--- src/rtl/bus_arbiter_if.sv ---
`default_nettype none
// =============================================================================
// Module   : bus_arbiter_if
// Brief    : CPU/DMA requester and memory-bus signals of the bus arbiter.
//            dmaErr exists only when BUS_ARB_IO_PROTECT_EN is defined.
// Revision : 1.0 - initial release
// =============================================================================
interface bus_arbiter_if;
    logic       cpuReq;
    logic       cpuWe;
    logic [7:0] cpuAddr;
    logic [7:0] cpuWdata;
    logic       cpuGnt;
    logic       cpuAck;

    logic       dmaReq;
    logic       dmaWe;
    logic [7:0] dmaAddr;
    logic [7:0] dmaWdata;
    logic       dmaGnt;
    logic       dmaAck;
`ifdef BUS_ARB_IO_PROTECT_EN
    logic       dmaErr;
`endif

    logic [7:0] rdata;

    logic [7:0] busAddr;
    logic [7:0] busWdata;
    logic       busWriteEnable;
    logic       busValid;
    logic [7:0] busRdata;

    // Requester / memory-controller side.
    modport master (
        output cpuReq, cpuWe, cpuAddr, cpuWdata,
        input  cpuGnt, cpuAck,
        output dmaReq, dmaWe, dmaAddr, dmaWdata,
        input  dmaGnt, dmaAck,
        input  rdata,
        input  busAddr, busWdata, busWriteEnable, busValid,
        output busRdata
`ifdef BUS_ARB_IO_PROTECT_EN
        , input dmaErr
`endif
    );

    // Arbiter side.
    modport slave (
        input  cpuReq, cpuWe, cpuAddr, cpuWdata,
        output cpuGnt, cpuAck,
        input  dmaReq, dmaWe, dmaAddr, dmaWdata,
        output dmaGnt, dmaAck,
        output rdata,
        output busAddr, busWdata, busWriteEnable, busValid,
        input  busRdata
`ifdef BUS_ARB_IO_PROTECT_EN
        , output dmaErr
`endif
    );
endinterface
`default_nettype wire

--- src/rtl/bus_arbiter.sv ---
`default_nettype none
// =============================================================================
// Module   : bus_arbiter
// Brief    : CPU/DMA bus arbiter with registered grants, bounded hold and a
//            one-cycle turnaround. Macro BUS_ARB_IO_PROTECT_EN blocks DMA
//            accesses to 0xFC-0xFF and reports them on dmaErr.
// Revision : 1.0 - initial release
// =============================================================================
module bus_arbiter #(
    parameter int MAX_HOLD = 4
) (
    input  wire logic     clk,
    input  wire logic     rst_n,
    bus_arbiter_if.slave  ifc
);

    typedef enum logic [1:0] {
        IDLE = 2'd0,
        CPU  = 2'd1,
        DMA  = 2'd2
    } state_t;

    localparam logic [7:0] c_HOLD_LIMIT = 8'(MAX_HOLD - 1);
    localparam logic [7:0] c_PROT_BASE  = 8'd252;

    state_t     r_state;
    state_t     r_lastOwner;
    logic [7:0] r_holdCount;
    logic       r_cpuGnt;
    logic       r_dmaGnt;

    logic       w_cpuAck;
    logic       w_dmaAck;
    logic       w_dmaAccess;
    logic       w_holdLimit;
    logic       w_busValid;
    logic       w_busWe;
    logic [7:0] w_busAddr;
    logic [7:0] w_busWdata;

    assign w_cpuAck    = r_cpuGnt & ifc.cpuReq;
    assign w_dmaAck    = r_dmaGnt & ifc.dmaReq;
    assign w_holdLimit = (r_holdCount == c_HOLD_LIMIT);

`ifdef BUS_ARB_IO_PROTECT_EN
    logic w_dmaProt;
    // Protected DMA accesses are acked (so the requester moves on) but never reach the bus.
    assign w_dmaProt   = w_dmaAck & (ifc.dmaAddr >= c_PROT_BASE);
    assign w_dmaAccess = w_dmaAck & ~w_dmaProt;
    assign ifc.dmaErr  = w_dmaProt;
`else
    assign w_dmaAccess = w_dmaAck;
`endif

    always_ff @(posedge clk or negedge rst_n) begin
        if (!rst_n) begin
            r_state     <= IDLE;
            r_lastOwner <= DMA;
            r_holdCount <= 8'd0;
            r_cpuGnt    <= 1'b0;
            r_dmaGnt    <= 1'b0;
        end else begin
            case (r_state)
                IDLE: begin
                    r_holdCount <= 8'd0;
                    if (ifc.cpuReq && (!ifc.dmaReq || r_lastOwner == DMA)) begin
                        r_state     <= CPU;
                        r_lastOwner <= CPU;
                        r_cpuGnt    <= 1'b1;
                    end else if (ifc.dmaReq) begin
                        r_state     <= DMA;
                        r_lastOwner <= DMA;
                        r_dmaGnt    <= 1'b1;
                    end
                end
                CPU: begin
                    // Release on request drop, or after the last allowed access when DMA waits.
                    if (!ifc.cpuReq || (ifc.dmaReq && w_holdLimit)) begin
                        r_state     <= IDLE;
                        r_cpuGnt    <= 1'b0;
                        r_holdCount <= 8'd0;
                    end else if (!w_holdLimit) begin
                        r_holdCount <= r_holdCount + 8'd1;
                    end
                end
                DMA: begin
                    if (!ifc.dmaReq || (ifc.cpuReq && w_holdLimit)) begin
                        r_state     <= IDLE;
                        r_dmaGnt    <= 1'b0;
                        r_holdCount <= 8'd0;
                    end else if (!w_holdLimit) begin
                        r_holdCount <= r_holdCount + 8'd1;
                    end
                end
                default: begin
                    r_state     <= IDLE;
                    r_cpuGnt    <= 1'b0;
                    r_dmaGnt    <= 1'b0;
                    r_holdCount <= 8'd0;
                end
            endcase
        end
    end

    always_comb begin
        w_busValid = 1'b0;
        w_busWe    = 1'b0;
        w_busAddr  = 8'd0;
        w_busWdata = 8'd0;
        if (w_cpuAck) begin
            w_busValid = 1'b1;
            w_busWe    = ifc.cpuWe;
            w_busAddr  = ifc.cpuAddr;
            w_busWdata = ifc.cpuWdata;
        end else if (w_dmaAccess) begin
            w_busValid = 1'b1;
            w_busWe    = ifc.dmaWe;
            w_busAddr  = ifc.dmaAddr;
            w_busWdata = ifc.dmaWdata;
        end
    end

    assign ifc.cpuGnt         = r_cpuGnt;
    assign ifc.dmaGnt         = r_dmaGnt;
    assign ifc.cpuAck         = w_cpuAck;
    assign ifc.dmaAck         = w_dmaAck;
    assign ifc.busValid       = w_busValid;
    assign ifc.busWriteEnable = w_busWe;
    assign ifc.busAddr        = w_busAddr;
    assign ifc.busWdata       = w_busWdata;
    assign ifc.rdata          = (w_cpuAck | w_dmaAck) ? ifc.busRdata : 8'd0;

endmodule
`default_nettype wire

--- src/flat_wrapper.sv ---
// flat-port wrapper written by rule: the top's interface ports become plain ports
module bus_arbiter_flat 
#(
    parameter int MAX_HOLD = 4
)
  (clk, rst_n, ifc_cpuReq, ifc_cpuWe, ifc_cpuAddr, ifc_cpuWdata, ifc_cpuGnt, ifc_cpuAck, ifc_dmaReq, ifc_dmaWe, ifc_dmaAddr, ifc_dmaWdata, ifc_dmaGnt, ifc_dmaAck, ifc_rdata, ifc_busAddr, ifc_busWdata, ifc_busWriteEnable, ifc_busValid, ifc_busRdata);
  bus_arbiter_if ifc_i ();
  input  wire logic clk;
  input  wire logic rst_n;
  input wire logic [$bits(ifc_i.cpuReq)-1:0] ifc_cpuReq;
  input wire logic [$bits(ifc_i.cpuWe)-1:0] ifc_cpuWe;
  input wire logic [$bits(ifc_i.cpuAddr)-1:0] ifc_cpuAddr;
  input wire logic [$bits(ifc_i.cpuWdata)-1:0] ifc_cpuWdata;
  output wire logic [$bits(ifc_i.cpuGnt)-1:0] ifc_cpuGnt;
  output wire logic [$bits(ifc_i.cpuAck)-1:0] ifc_cpuAck;
  input wire logic [$bits(ifc_i.dmaReq)-1:0] ifc_dmaReq;
  input wire logic [$bits(ifc_i.dmaWe)-1:0] ifc_dmaWe;
  input wire logic [$bits(ifc_i.dmaAddr)-1:0] ifc_dmaAddr;
  input wire logic [$bits(ifc_i.dmaWdata)-1:0] ifc_dmaWdata;
  output wire logic [$bits(ifc_i.dmaGnt)-1:0] ifc_dmaGnt;
  output wire logic [$bits(ifc_i.dmaAck)-1:0] ifc_dmaAck;
  output wire logic [$bits(ifc_i.rdata)-1:0] ifc_rdata;
  output wire logic [$bits(ifc_i.busAddr)-1:0] ifc_busAddr;
  output wire logic [$bits(ifc_i.busWdata)-1:0] ifc_busWdata;
  output wire logic [$bits(ifc_i.busWriteEnable)-1:0] ifc_busWriteEnable;
  output wire logic [$bits(ifc_i.busValid)-1:0] ifc_busValid;
  input wire logic [$bits(ifc_i.busRdata)-1:0] ifc_busRdata;
  assign ifc_i.cpuReq = ifc_cpuReq;
  assign ifc_i.cpuWe = ifc_cpuWe;
  assign ifc_i.cpuAddr = ifc_cpuAddr;
  assign ifc_i.cpuWdata = ifc_cpuWdata;
  assign ifc_cpuGnt = ifc_i.cpuGnt;
  assign ifc_cpuAck = ifc_i.cpuAck;
  assign ifc_i.dmaReq = ifc_dmaReq;
  assign ifc_i.dmaWe = ifc_dmaWe;
  assign ifc_i.dmaAddr = ifc_dmaAddr;
  assign ifc_i.dmaWdata = ifc_dmaWdata;
  assign ifc_dmaGnt = ifc_i.dmaGnt;
  assign ifc_dmaAck = ifc_i.dmaAck;
  assign ifc_rdata = ifc_i.rdata;
  assign ifc_busAddr = ifc_i.busAddr;
  assign ifc_busWdata = ifc_i.busWdata;
  assign ifc_busWriteEnable = ifc_i.busWriteEnable;
  assign ifc_busValid = ifc_i.busValid;
  assign ifc_i.busRdata = ifc_busRdata;
  bus_arbiter #(.MAX_HOLD(MAX_HOLD)) u_core (.clk(clk), .rst_n(rst_n), .ifc(ifc_i));
endmodule
--- config.mk ---
export PLATFORM = sky130hd
export DESIGN_NAME = bus_arbiter_flat
export DESIGN_NICKNAME = d
export VERILOG_FILES = /design/src/rtl/bus_arbiter_if.sv /design/src/rtl/bus_arbiter.sv /design/src/flat_wrapper.sv
export SDC_FILE = /design/constraint.sdc
export NUM_CORES = 1
export LEC_CHECK = 0
export ABC_AREA = 1
export BUFFER_PORTS_ARGS = -buffer_cell sky130_fd_sc_hd__clkbuf_2
export CORE_ASPECT_RATIO = 1.5
export CORE_MARGIN = 2
export CORE_UTILIZATION = 45
export DETAILED_ROUTE_END_ITERATION = 6
export PLACE_DENSITY = 0.85
export RECOVER_POWER = 100
export SLEW_MARGIN = 20
export SYNTH_ARGS = -nofsm -noshare
export SYNTH_HDL_FRONTEND = slang
export SYNTH_SLANG_ARGS = --single-unit
--- constraint.sdc ---
create_clock -name clk -period 2.59 [get_ports clk]
set_input_delay 0.259 -clock clk [delete_from_list [all_inputs] [get_ports clk]]
set_output_delay 0.259 -clock clk [all_outputs]
set_load 0.02 [all_outputs]
### After elaboration in Yosys (flattened, before gate mapping)

Index checks and enable logic that the tools add are counted.

| word-level totals | value |
|---|---|
| flip-flop bits (word level) | 14 |
| input port bits | 46 |
| output and inout port bits | 30 |

| operators by class | value |
|---|---|
| add/sub/neg operators | 1 |
| equal/unequal tests | 10 |
| muxes and demuxes | 25 |
| bitwise gates (word level) | 5 |
| reduce and logical (&&, ||, !) cells | 14 |

Operators with widths:

| operator | number |
|---|---|
| $mux 8 | 8 |
| $pmux 8 s2 | 1 |
| $mux 1 | 9 |
| $add 8x1->8 const B | 1 |
| $eq 8x2->1 const B | 1 |
| $mux 2 | 4 |
| $ne 2x1->1 const B | 3 |
| $pmux 1 s3 | 2 |
| $pmux 2 s3 | 1 |
| $reduce_and 3->1 | 2 |
| $eq 2x2->1 const B | 2 |
| $ne 2x2->1 const B | 2 |
| $reduce_and 4->1 | 1 |
| $logic_and 1x1->1 | 3 |
| $logic_or 1x1->1 | 3 |
| $ne 3x2->1 const B | 1 |
| $and 1x1->1 | 2 |
| $eq 2x1->1 const B | 1 |
| $logic_not 1->1 | 2 |
| $logic_not 2->1 | 1 |
| $not 1->1 | 2 |
| $reduce_and 2->1 | 1 |
| $reduce_bool 2->1 | 1 |
| $or 1x1->1 | 1 |

### Depth between registers and ports, before layout

Gate-level depths: netlist (run 1).

| logic depth | value |
|---|---|
| word-level depth | 5 |
| depth in mapped cells | 8 |
| depth with buffers taken out | 8 |

### Worst setup path before layout (run 1)

No wires, ideal clock.

| path | value |
|---|---|
| kind | reg-to-output |
| from | register u_core.r_cpuGnt, in the netlist u_core.ifc.cpuGnt |
| to | output ifc_rdata[0] |
| arrival | 1.278 ns |
| data required time | 2.331 ns |
| setup slack | 1.053 ns |
| cell stages (with the launch flop) | 5 |
| path through | dfrtp_1 -> nand2_2 -> nand2_1 -> inv_1 -> nor2_1 |

| on the way | value |
|---|---|
| word-level cells in the longest chain between the ends | 3 |

Ends and longest elaborated chain:

| what | RTL line | source |
|---|---|---|
| start: declaration | bus_arbiter.sv:29 | `logic r_cpuGnt;` |
| start signal: assignment | bus_arbiter.sv:60 | `r_cpuGnt <= 1'b0;` |
| start signal: assignment | bus_arbiter.sv:69 | `r_cpuGnt <= 1'b1;` |
| start signal: assignment | bus_arbiter.sv:80 | `r_cpuGnt <= 1'b0;` |
| $and 1x1->1 | bus_arbiter.sv:41 | `assign w_cpuAck = r_cpuGnt & ifc.cpuReq;` |
| $or 1x1->1 | bus_arbiter.sv:131 | `assign ifc.rdata = (w_cpuAck \| w_dmaAck) ? ifc.busRdata : 8'd0;` |
| $mux 8 | bus_arbiter.sv:131 |  |
| end: declaration | flat_wrapper.sv:22 | `output wire logic [$bits(ifc_i.rdata)-1:0] ifc_rdata;` |

No other way between the ends.

### Worst setup path after layout (run 1)

| path | value |
|---|---|
| from | register u_core.r_cpuGnt, in the netlist u_core.ifc.cpuGnt |
| to | output ifc_busWdata[2] |

| on the way | value |
|---|---|
| word-level cells in the longest chain between the ends | 2 |

Ends and longest elaborated chain:

| what | RTL line | source |
|---|---|---|
| $and 1x1->1 | bus_arbiter.sv:41 |  |
| $mux 8 | bus_arbiter.sv:110 | `if (w_cpuAck) begin` |
| end: declaration | flat_wrapper.sv:24 | `output wire logic [$bits(ifc_i.busWdata)-1:0] ifc_busWdata;` |

No other way between the ends.

==> metrics.csv, run 1 <==
stage,metric,value,unit
run_status,status,"complete, no violations",
cells_and_area,Final Cell Area,1544,um2
cells_and_area,final core utilization,0.6232,
clock_network,H-tree depth,1,
global_route,total grt overflow,0,
worst_setup_path,CP required,2.33,ns
cells_and_area,diode count,0,
sta,final slew viol count,0,
sta,setup_tns,0,ns
sta,Tcrit/Tclk final,0.8212,
global_route,global-route wire length before repair,4.443,mm
power,maximum VDD drop,0.5473,mV
worst_setup_path,kind of critical path,reg -> out,
detailed_routing,initial drt markers,17,
worst_setup_path,Worst Setup End Kind,output port,
logic_synthesis,cell count after synthesis,180,
clock_network,CTS clock-pin slew for the worst setup and hold paths,0.08,ns
flow_run,max-cap violations,0,
logic_synthesis,Ys Warns,0,
sta,Final min period,2.127,ns
clock_network,clk root buf,clkbuf_4,
die,chip height,66.58,um
cells_and_area,share of cells above drive strength 1,0.2607,
logic_synthesis,Unique masters post-synth,26,
power,leakage,0.8953,nW
sta,Layout Skew,0.01160,ns
clock_network,clock buffer count from CTS,3,
die,core area,2477,um2
cells_and_area,most frequent cells in the layout,"nand2_1 (63), clkbuf_2 (48), clkbuf_1 (27), nand3_1 (23), inv_1 (21)",
global_route,Global Route Usage Sum,0.1949,
sta,worst slew pin tran,0.7068,ns
placement,DP HPWL,2.529,mm
cells_and_area,Nets,308,
logic_synthesis,sequential cell area fraction in the yosys report,0.2993,
placement,I/O Buffers,75,
hold_path,hold crit path type,in -> reg,
clock_network,"Setup Fix Bufs, Post-CTS",0,
clock_network,CTS Hold Bufs,1,
sta,Finish-stage setup viols,0,
detailed_routing,final antenna-violating net count,0,
placement,placed instance area,1556,um2
logic_synthesis,synthesized flop and latch total,14,
clock_network,Clock Tree Buf Depth,2,
detailed_routing,Vias,1344,
worst_setup_path,Worst setup SP type,flip-flop,
cells_and_area,synthesis-to-layout area growth,31.42,%
sta,Max Freq,0.4702,GHz
sta,RSZ-0062 raised after global routing,false,
detailed_routing,Detailed Routing Iterations Pass 1,4,
clock_network,TritonCTS clock tree,built,
power,power per cell area,760.5,nW/um2
detailed_routing,vias per inst,4.783,
clock_network,"Clk Latency, worst-skew pair",0.29,ns
detailed_routing,DR WL/cell,10.62,um
logic_synthesis,synthesized area,1175,um2
die,chip width,45.72,um
die,Rows,22,
die,Die ar.,3044,um2
global_route,initial antenna violation count,0,
die,Initial Utilization,0.4742,
clock_network,total clock sinks,14,
sta,Fin. Hold Viols,0,
worst_setup_path,CP max FO,19,
placement,routability congestion estimate,0.8120,
logic_synthesis,syn_nets,230,
cells_and_area,"most common cell after layout, fill and taps aside",nand2_1,
detailed_routing,final wirelength,2.983,mm
logic_synthesis,Syn Area/Cell,6.527,um2
worst_setup_path,Critical Path AT,1.87,ns
clock_network,post-CTS resize count,0,
sta,Rel. slew slack,0.5288,
detailed_routing,# DRC,0,
global_route,largest net degree at the start of global routing,20,
global_route,vias in the first global route,1149,
die,Ports,76,
[critical path, cell delays in order, from the launching register on]
cell and delay (ns):
dfrtp_1 0.40, nand2_1 0.44, clkinv_2 0.36, nand2_1 0.14, nand2_1 0.07, clkbuf_1 0.17
[cells by family (layout without fill, tap and decap cells)]
logic type,after synthesis,count (layout),synth area share
compound gates,10,10,0.05218
xor+xnor,4,4,0.02982
fa+ha+maj,4,4,0.04260
buf+inv,32,109,0.1139
flops,14,14,0.2993
simple gates,116,116,0.4622
[power breakdown]
| group | total, W | internal [W] | switching, W |
|---|---|---|---|
| Sequential | 0.000308 | 0.000275 | 0.0000329 |
| Combinational | 0.000712 | 0.000223 | 0.000489 |
| Clock | 0.000155 | 0.0000857 | 0.0000689 |
[worst paths after layout]
kind                                         end                   from  cells after the start  slack, ns
max                              ifc_busWdata[2]      u_core.ifc.cpuGnt                      5       0.46
min                            u_core.ifc.cpuGnt             ifc_cpuReq                      5       0.39
max reg2reg                u_core.r_holdCount[7]  u_core.r_holdCount[0]                      8       0.94
min reg2reg                    u_core.r_state[1]      u_core.r_state[1]                      2       0.50
max in group asynchronous      u_core.r_state[1]                  rst_n                      2       1.61
min in group asynchronous  u_core.r_holdCount[6]                  rst_n                      2       0.53
[routing by layer]
| layer | vias to the layer above | global-route usage | wire (um) |
|---|---|---|---|
| li1 | 714 | - | - |
| met1 | 569 | 0.1864 | 1106 |
| met2 | 56 | 0.3768 | 1515 |
| met3 | 5 | 0.04336 | 313 |
| met4 | 0 | 0.07500 | 48 |
| met5 | - | 0 | 0 |
[through the flow]
stage / worst slack, ns / total power, W / std cells / hold slack, ns
after floorplan: 1.053 / 0.0008548 / 180 / -0.03659
after global placement: 1.062 / 0.001061 / 276 / 0.1709
after global routing: 0.3040 / 0.001292 / 281 / 0.4215
after detailed placement: 1.031 / 0.001071 / 276 / 0.1751
after CTS: 0.7086 / 0.001229 / 281 / 0.3928
final: 0.4631 / 0.001174 / 281 / 0.3901
[flip-flops by register name, summed over array words and instances (netlist names)]
| name | cells |
|---|---|
| u_core.ifc.cpuGnt | 1 |
| u_core.ifc.dmaGnt | 1 |
| u_core.r_holdCount | 8 |
| u_core.r_lastOwner | 2 |
| u_core.r_state | 2 |
[area by class of cell]
cell class	instances	area [um2]
fill	256	933.4
tap	24	30.03
inverter	29	110.1
timing repair buffer	76	351.6
sequential	14	351.6
multi-input combinational	134	664.4
clock buffer	4	36.28
[synth_stat cells (all sizes together)]
library cell  number  area share
dfrtp             13        0.28
o21a               2       0.013
nand2             67        0.24
a21oi              2       0.012
a21boi             1      0.0064
nand3             25        0.12
inv               26       0.083
nand4              4       0.021
xor2               4       0.030
ha                 4       0.043
nor2              18       0.070
dfstp              1       0.022
o21ai              5       0.021
buf                3       0.020
nor3               1      0.0043
and3               1      0.0053
clkinv             3       0.011
(Power assumes the default switching activity.)
==> run 2: changes to the inputs <==
--- a/config.mk
+++ b/config.mk
@@ -9,9 +9,9 @@
 export BUFFER_PORTS_ARGS = -buffer_cell sky130_fd_sc_hd__clkbuf_2
 export CORE_ASPECT_RATIO = 1.5
 export CORE_MARGIN = 2
-export CORE_UTILIZATION = 45
+export CORE_UTILIZATION = 42
 export DETAILED_ROUTE_END_ITERATION = 6
-export PLACE_DENSITY = 0.85
+export PLACE_DENSITY = 0.8
 export RECOVER_POWER = 100
 export SLEW_MARGIN = 20
 export SYNTH_ARGS = -nofsm -noshare
==> constraint.sdc (replaced) <==
create_clock -name clk -period 2 [get_ports clk]
set_input_delay 0.2 -clock clk [delete_from_list [all_inputs] [get_ports clk]]
set_output_delay 0.2 -clock clk [all_outputs]
set_load 0.02 [all_outputs]
==> run 2 against run 1 <==
  * Clock skew decreased by 0.0079 ns
  * Cell count increased by 4.6%
  * Global-route usage fell by 1.7 points
  * Register-to-register slack lost 0.59 ns
  * Non-clock buffer count unchanged
  * Worst hold slack better by 0.0090 ns
  * Sequential cell count did not move
  * Via count grew 0.74%
  * Setup slack worse by 0.20 ns
  * Clock power rose by 52%
  * Critical endpoint unchanged
  * Largest cell class unchanged
  * Largest power group unchanged
==> metrics.csv, run 2 (same netlist as run 1, synthesis figures left out) <==
stage,metric,value,unit,change
run_status,status,"complete, no violations",,unchanged
cells_and_area,Nets,308,,unchanged
clock_network,total clock sinks,14,,unchanged
worst_setup_path,slowest cell on the critical path,dfrtp_1,,was nand2_1
detailed_routing,vias per inst,4.605,,was 4.783
worst_setup_path,Worst Setup End Kind,output port,,unchanged
global_route,total grt overflow,0,,unchanged
sta,final slew viol count,0,,unchanged
cells_and_area,Fill cells,289,,was 256
worst_setup_path,CP max stage delay,0.40,ns,was 0.44 ns
sta,setup_tns,0,ns,unchanged
cells_and_area,largest registers,"u_core.r_holdCount (8), u_core.r_lastOwner (2), u_core.r_state (2)",,unchanged
cells_and_area,max reg flops,8,,unchanged
placement,placed instance area,1573,um2,was 1556 um2
detailed_routing,final antenna-violating net count,0,,unchanged
sta,Final min period,1.738,ns,
power,power per cell area,993.4,nW/um2,was 760.5 nW/um2
sta,worst slew pin tran,0.7828,ns,was 0.7068 ns
worst_setup_path,Critical Path AT,1.54,ns,was 1.87 ns
global_route,largest net degree at the start of global routing,20,,unchanged
sta,Min Hold Slack,0.3991,ns,was 0.3901 ns
worst_setup_path,Worst Path Buf+Inv,2,,unchanged
placement,dpl ws,0.5309,ns,was 1.031 ns
global_route,initial antenna violation count,0,,unchanged
detailed_routing,DR WL/cell,10.10,um,was 10.62 um
hold_path,hold crit path type,in -> reg,,unchanged
sta,Fin. Hold Viols,0,,unchanged
worst_setup_path,kind of critical path,reg -> out,,unchanged
cells_and_area,final core utilization,0.5839,,was 0.6232
power,maximum VDD drop,0.6305,mV,was 0.5473 mV
cells_and_area,largest reg by FF count,u_core.r_holdCount,,unchanged
cells_and_area,"most common cell after layout, fill and taps aside",nand2_1,,unchanged
cells_and_area,most frequent cells in the layout,"nand2_1 (63), clkbuf_2 (47), clkbuf_1 (29), nand3_1 (23), inv_1 (21)",,"was nand2_1 (63), clkbuf_2 (48), clkbuf_1 (27), nand3_1 (23), inv_1 (21)"
clock_network,clock buffer count from CTS,3,,unchanged
cells_and_area,share of cells above drive strength 1,0.2529,,was 0.2607
power,leakage,0.8931,nW,was 0.8953 nW
global_route,vias in the first global route,1113,,was 1149
die,Initial Utilization,0.4390,,was 0.4742
die,chip height,68.78,um,was 66.58 um
global_route,Global Route Usage Sum,0.1778,,was 0.1949
sta,Rel. slew slack,0.4781,,was 0.5288
detailed_routing,final wirelength,2.970,mm,was 2.983 mm
sta,RSZ-0062 raised after global routing,false,,unchanged
die,Ports,76,,unchanged
clock_network,Clock Tree Buf Depth,2,,unchanged
sta,Setup WS post-layout,0.2617,ns,was 0.4631 ns
placement,I/O Buffers,75,,unchanged
worst_setup_path,Top delay family on crit path,buffers and inverters,,was simple AND/OR/NAND/NOR gates
power,Logic pwr share,0.591,,was 0.606
power,Pint,0.0007832,W,was 0.0005839 W
worst_setup_path,CP required,1.80,ns,was 2.33 ns
clock_network,H-tree depth,1,,unchanged
sta,Layout Skew,0.003724,ns,was 0.01160 ns
cells_and_area,synthesis-to-layout area growth,33.01,%,was 31.42%
clock_network,"Clk Latency, worst-skew pair",0.24,ns,was 0.29 ns
placement,DP HPWL,2.476,mm,was 2.529 mm
detailed_routing,# DRC,0,,unchanged
power,switching share of power,0.4955,,was 0.5028
die,Rows,23,,was 22
die,chip width,47.19,um,was 45.72 um
cells_and_area,diode count,0,,unchanged
sta,Finish-stage setup viols,0,,unchanged
die,core area,2676,um2,was 2477 um2
global_route,global-route wire length before repair,4.174,mm,was 4.443 mm
detailed_routing,Detailed Routing Iterations Pass 1,4,,unchanged
clock_network,TritonCTS clock tree,built,,unchanged
detailed_routing,Vias,1354,,was 1344
clock_network,clk root buf,clkbuf_8,,was clkbuf_4
power,Flop pwr share,0.257,,was 0.262
sta,Max Freq,0.5753,GHz,
power,switching power,0.0007692,W,was 0.0005904 W
worst_setup_path,CP cell instances,nand2_2 > clkinv_2 > nand2_1 > nand2_1 > clkbuf_1,,was nand2_1 > clkinv_2 > nand2_1 > nand2_1 > clkbuf_1
detailed_routing,initial drt markers,11,,was 17
worst_setup_path,Worst setup SP type,flip-flop,,unchanged
sta,Tcrit/Tclk final,0.8692,,
worst_setup_path,CP max FO,19,,unchanged
placement,routability congestion estimate,0.7816,,was 0.8120
power,clock share of power,0.151,,was 0.132
cells_and_area,Final Cell Area,1563,um2,was 1544 um2
clock_network,CTS clock-pin slew for the worst setup and hold paths,0.05,ns,was 0.08 ns
die,Die ar.,3245,um2,was 3044 um2
worst_setup_path,CP dominant cell by count,nand2_1,,unchanged
flow_run,max-cap violations,0,,unchanged
## run 2: cell counts in the layout (fill, tap and decap cells not counted)
Identical to the previous run, type by type.
## run 2: cell type report
type / instances / area (um2) / share of cell area
Clock buffer: 4 / 45.04 / 0.02882
Inverter: 29 / 110.1 / 0.07046
Multi-Input combinational cell: 134 / 659.4 / 0.4219
Sequential cell: 14 / 351.6 / 0.2250
Tap cell: 37 / 46.29 / 0.02962
Timing Repair Buffer: 76 / 350.3 / 0.2242
## run 2: path summary, 6_finish.rpt
path,endpoint,startpoint,slack [ns],depth (start not counted)
worst max register to register,u_core.r_holdCount[7],u_core.r_holdCount[0],0.35,8
worst max-delay path,ifc_busWdata[2],u_core.ifc.cpuGnt,0.26,5
worst min register to register,u_core.ifc.dmaGnt,u_core.ifc.dmaGnt,0.51,2
max in group asynchronous,u_core.ifc.cpuGnt,rst_n,0.97,2
worst min-delay path,u_core.ifc.cpuGnt,ifc_dmaReq,0.40,4
min in group asynchronous,u_core.r_holdCount[1],rst_n,0.54,2
## run 2: metrics by stage
| stage | power (W) | instances |
|---|---|---|
| 2_1_floorplan | 0.001107 | 180 |
| 3_3_place_gp | 0.001368 | 289 |
| 3_5_place_dp | 0.001384 | 289 |
| 4_1_cts | 0.001629 | 294 |
| 5_1_grt | 0.001695 | 294 |
| 6_report | 0.001552 | 294 |
## run 2: timing repair
action,CTS,global route
endpoints found under the hold margin,13,0
gates resized for setup,0,0
hold buffers,1,0
buffers inserted,0,0
## run 2: worst reg2reg max path, cell delays in order (launching register included)
cell	delay [ns]
dfrtp_1	0.38
ha_1	0.18
inv_1	0.06
nor2_1	0.26
nand3_2	0.10
nand2_1	0.22
nand2_4	0.08
nand2_1	0.18
nor2_1	0.07
## run 2: power by group through the flow
stage	combinational, W	clock (W)	sequential (W)
4_1_cts	0.000985	0.000243	0.000401
3_5_place_dp	0.000978	0	0.000406
6_report	0.000918	0.000235	0.000399
5_1_grt	0.00103	0.000256	0.000410
3_3_place_gp	0.000966	0	0.000402
2_1_floorplan	0.000688	0	0.000419
## run 2: layer usage
layer  routed length (um)  part of all wire  vias up  global-route usage
met5                    0                 0        -                   0
met4                   44             0.015        0             0.07639
met3                  294             0.099        5             0.02604
met2                 1523              0.51       55              0.3527
met1                 1108              0.37      573              0.1686
li1                     -                 -      721                   -
==> run 3: changes to the inputs <==
--- a/config.mk
+++ b/config.mk
@@ -11,9 +11,11 @@
 export CORE_MARGIN = 2
 export CORE_UTILIZATION = 42
 export DETAILED_ROUTE_END_ITERATION = 6
+export MAX_ROUTING_LAYER = met4
 export PLACE_DENSITY = 0.8
 export RECOVER_POWER = 100
 export SLEW_MARGIN = 20
 export SYNTH_ARGS = -nofsm -noshare
 export SYNTH_HDL_FRONTEND = slang
 export SYNTH_SLANG_ARGS = --single-unit
+export TNS_END_PERCENT = 10
==> run 3 against run 2 <==
  * Clock-buffer cell count is the same
  * Cell count is the same
  * Via count grew 0.15%
  * Utilization is the same
  * Fmax is essentially flat
  * Setup slack lost 0.00089 ns
  * Global-route usage grew 0.47 points
  * Clock skew is essentially flat
  * Die area is the same
  * Critical path type unchanged
  * Register-to-register slack is essentially flat
  * Clock power is essentially flat
  * Combinational power is essentially flat
==> metrics.csv, run 3 (same netlist as run 1, synthesis figures left out) <==
stage,metric,value,unit,change
worst_setup_path,CP max FO,19,,unchanged
power,Final Power,0.001553,W,was 0.001552 W
sta,Fin. Hold Viols,0,,unchanged
die,Ports,76,,unchanged
worst_setup_path,kind of critical path,reg -> out,,unchanged
run_status,status,"complete, no violations",,unchanged
detailed_routing,final antenna-violating net count,0,,unchanged
clock_network,"Setup Fix Bufs, Post-CTS",0,,unchanged
detailed_routing,Vias,1356,,was 1354
clock_network,total clock sinks,14,,unchanged
cells_and_area,Nets,308,,unchanged
clock_network,"Clk Latency, worst-skew pair",0.24,ns,about the same
sta,Max Freq,0.5750,GHz,was 0.5753 GHz
power,leakage,0.8931,nW,unchanged
sta,Finish-stage setup viols,0,,unchanged
detailed_routing,# DRC,0,,unchanged
worst_setup_path,CP required,1.80,ns,about the same
hold_path,hold crit path type,in -> reg,,unchanged
sta,setup_tns,0,ns,unchanged
flow_run,max-cap violations,0,,unchanged
power,power per cell area,993.9,nW/um2,was 993.4 nW/um2
worst_setup_path,CP dominant cell by count,nand2_1,,unchanged
placement,routability congestion estimate,0.7924,,was 0.7816
die,Initial Utilization,0.4390,,unchanged
global_route,initial antenna violation count,0,,unchanged
placement,DP HPWL,2.476,mm,unchanged
die,core area,2676,um2,unchanged
global_route,Global Route Usage Sum,0.1826,,was 0.1778
worst_setup_path,slowest cell on the critical path,dfrtp_1,,unchanged
worst_setup_path,reg2reg end,u_core.r_holdCount[7],,unchanged
die,chip height,68.78,um,unchanged
worst_setup_path,Worst Setup End Kind,output port,,unchanged
cells_and_area,diode count,0,,unchanged
worst_setup_path,FF-to-FF Start,u_core.r_holdCount[0],,unchanged
cells_and_area,"most common cell after layout, fill and taps aside",nand2_1,,unchanged
worst_setup_path,r2r setup slk,0.35,ns,about the same
cells_and_area,largest registers,"u_core.r_holdCount (8), u_core.r_lastOwner (2), u_core.r_state (2)",,unchanged
detailed_routing,Detailed Routing Iterations Pass 1,4,,unchanged
worst_setup_path,Critical Path AT,1.54,ns,about the same
power,maximum VDD drop,0.6304,mV,was 0.6305 mV
global_route,vias in the first global route,1114,,was 1113
worst_setup_path,Worst setup SP type,flip-flop,,unchanged
sta,Rel. slew slack,0.4784,,was 0.4781
die,chip width,47.19,um,unchanged
global_route,total grt overflow,0,,unchanged
clock_network,post-CTS resize count,0,,unchanged
die,Die ar.,3245,um2,unchanged
detailed_routing,final wirelength,2.976,mm,was 2.970 mm
clock_network,clk root buf,clkbuf_8,,unchanged
worst_setup_path,CP Launch Point,u_core.ifc.cpuGnt,,unchanged
cells_and_area,synthesis-to-layout area growth,33.01,%,unchanged
clock_network,CTS clock-pin slew for the worst setup and hold paths,0.05,ns,about the same
placement,I/O Buffers,75,,unchanged
global_route,global-route wire length before repair,4.174,mm,unchanged
worst_setup_path,CP max stage delay,0.40,ns,about the same
worst_setup_path,crit path to,ifc_busWdata[2],,unchanged
die,Rows,23,,unchanged
sta,Final min period,1.739,ns,was 1.738 ns
cells_and_area,Fill cells,289,,unchanged
clock_network,CTS Hold Bufs,1,,unchanged
cells_and_area,share of cells above drive strength 1,0.2529,,unchanged
worst_setup_path,CP cell instances,nand2_2 > clkinv_2 > nand2_1 > nand2_1 > clkbuf_1,,unchanged
detailed_routing,DR WL/cell,10.12,um,was 10.10 um
global_route,largest net degree at the start of global routing,20,,unchanged
detailed_routing,initial drt markers,12,,was 11
cells_and_area,largest reg by FF count,u_core.r_holdCount,,unchanged
sta,final slew viol count,0,,unchanged
sta,Tcrit/Tclk final,0.8696,,was 0.8692
clock_network,clock buffer count from CTS,3,,unchanged
cells_and_area,most frequent cells in the layout,"nand2_1 (63), clkbuf_2 (47), clkbuf_1 (29), nand3_1 (23), inv_1 (21)",,unchanged
clock_network,TritonCTS clock tree,built,,unchanged
clock_network,Clock Tree Buf Depth,2,,unchanged
sta,worst slew pin tran,0.7824,ns,was 0.7828 ns
clock_network,H-tree depth,1,,unchanged
sta,Min Hold Slack,0.3985,ns,was 0.3991 ns
cells_and_area,final core utilization,0.5839,,unchanged
sta,Layout Skew,0.003978,ns,was 0.003724 ns
worst_setup_path,FF-to-FF path depth,8,,unchanged
sta,RSZ-0062 raised after global routing,false,,unchanged
detailed_routing,vias per inst,4.612,,was 4.605
cells_and_area,max reg flops,8,,unchanged
[run 3: cell counts in the layout (fill, tap and decap cells not counted)]
No cell type changed its count.
[run 3: layer usage]
| metal | vias up | routed length [um] | GRT usage |
|---|---|---|---|
| li1 | 721 | - | - |
| met1 | 574 | 1111 | 0.1686 |
| met2 | 55 | 1523 | 0.3527 |
| met3 | 6 | 295 | 0.02604 |
| met4 | 0 | 45 | 0.07639 |
| met5 | - | 0 | - |
[run 3: through the flow]
step                setup WS [ns]  std cells  area [um2]
global placement           0.5390        289        1573
detailed placement         0.5309        289        1573
global route              0.09586        294        1563
finish                     0.2608        294        1563
CTS                        0.2642        294        1628
floorplan                  0.5221        180        1175
[run 3: area by class of cell]
type	instances	area [um2]	share of cell area
clock buffer	4	45.04	0.02882
inverter	29	110.1	0.07046
multi-input combinational	134	659.4	0.4219
sequential	14	351.6	0.2250
tap	37	46.29	0.02962
timing repair buffer	76	350.3	0.2242
[run 3: worst max-delay path: cells and delay by family, from the launching register on]
family / cells / cell delay [ns]
buffers and inverters: 2 / 0.46
flip-flops: 1 / 0.40
AND/OR/NAND/NOR: 3 / 0.44
[run 3: worst min path at each step]
stage | cells after the start | slack (ns) | from | to
final | 4 | 0.40 | ifc_dmaReq | u_core.ifc.cpuGnt
after detailed placement | 1 | 0.12 | rst_n | u_core.r_holdCount[2]
after CTS | 2 | 0.39 | rst_n | u_core.r_holdCount[2]
after global routing | 4 | 0.43 | ifc_dmaReq | u_core.ifc.cpuGnt
after floorplan | 0 | -0.1 | rst_n | u_core.ifc.cpuGnt
after global placement | 1 | 0.13 | rst_n | u_core.r_holdCount[2]
[run 3: power breakdown]
group	leakage, nW	total [W]	internal [W]	switching (W)
registers	0.185	0.000399	0.000357	0.0000428
clock network	0.0228	0.000236	0.000141	0.0000950
logic	0.685	0.000918	0.000286	0.000632
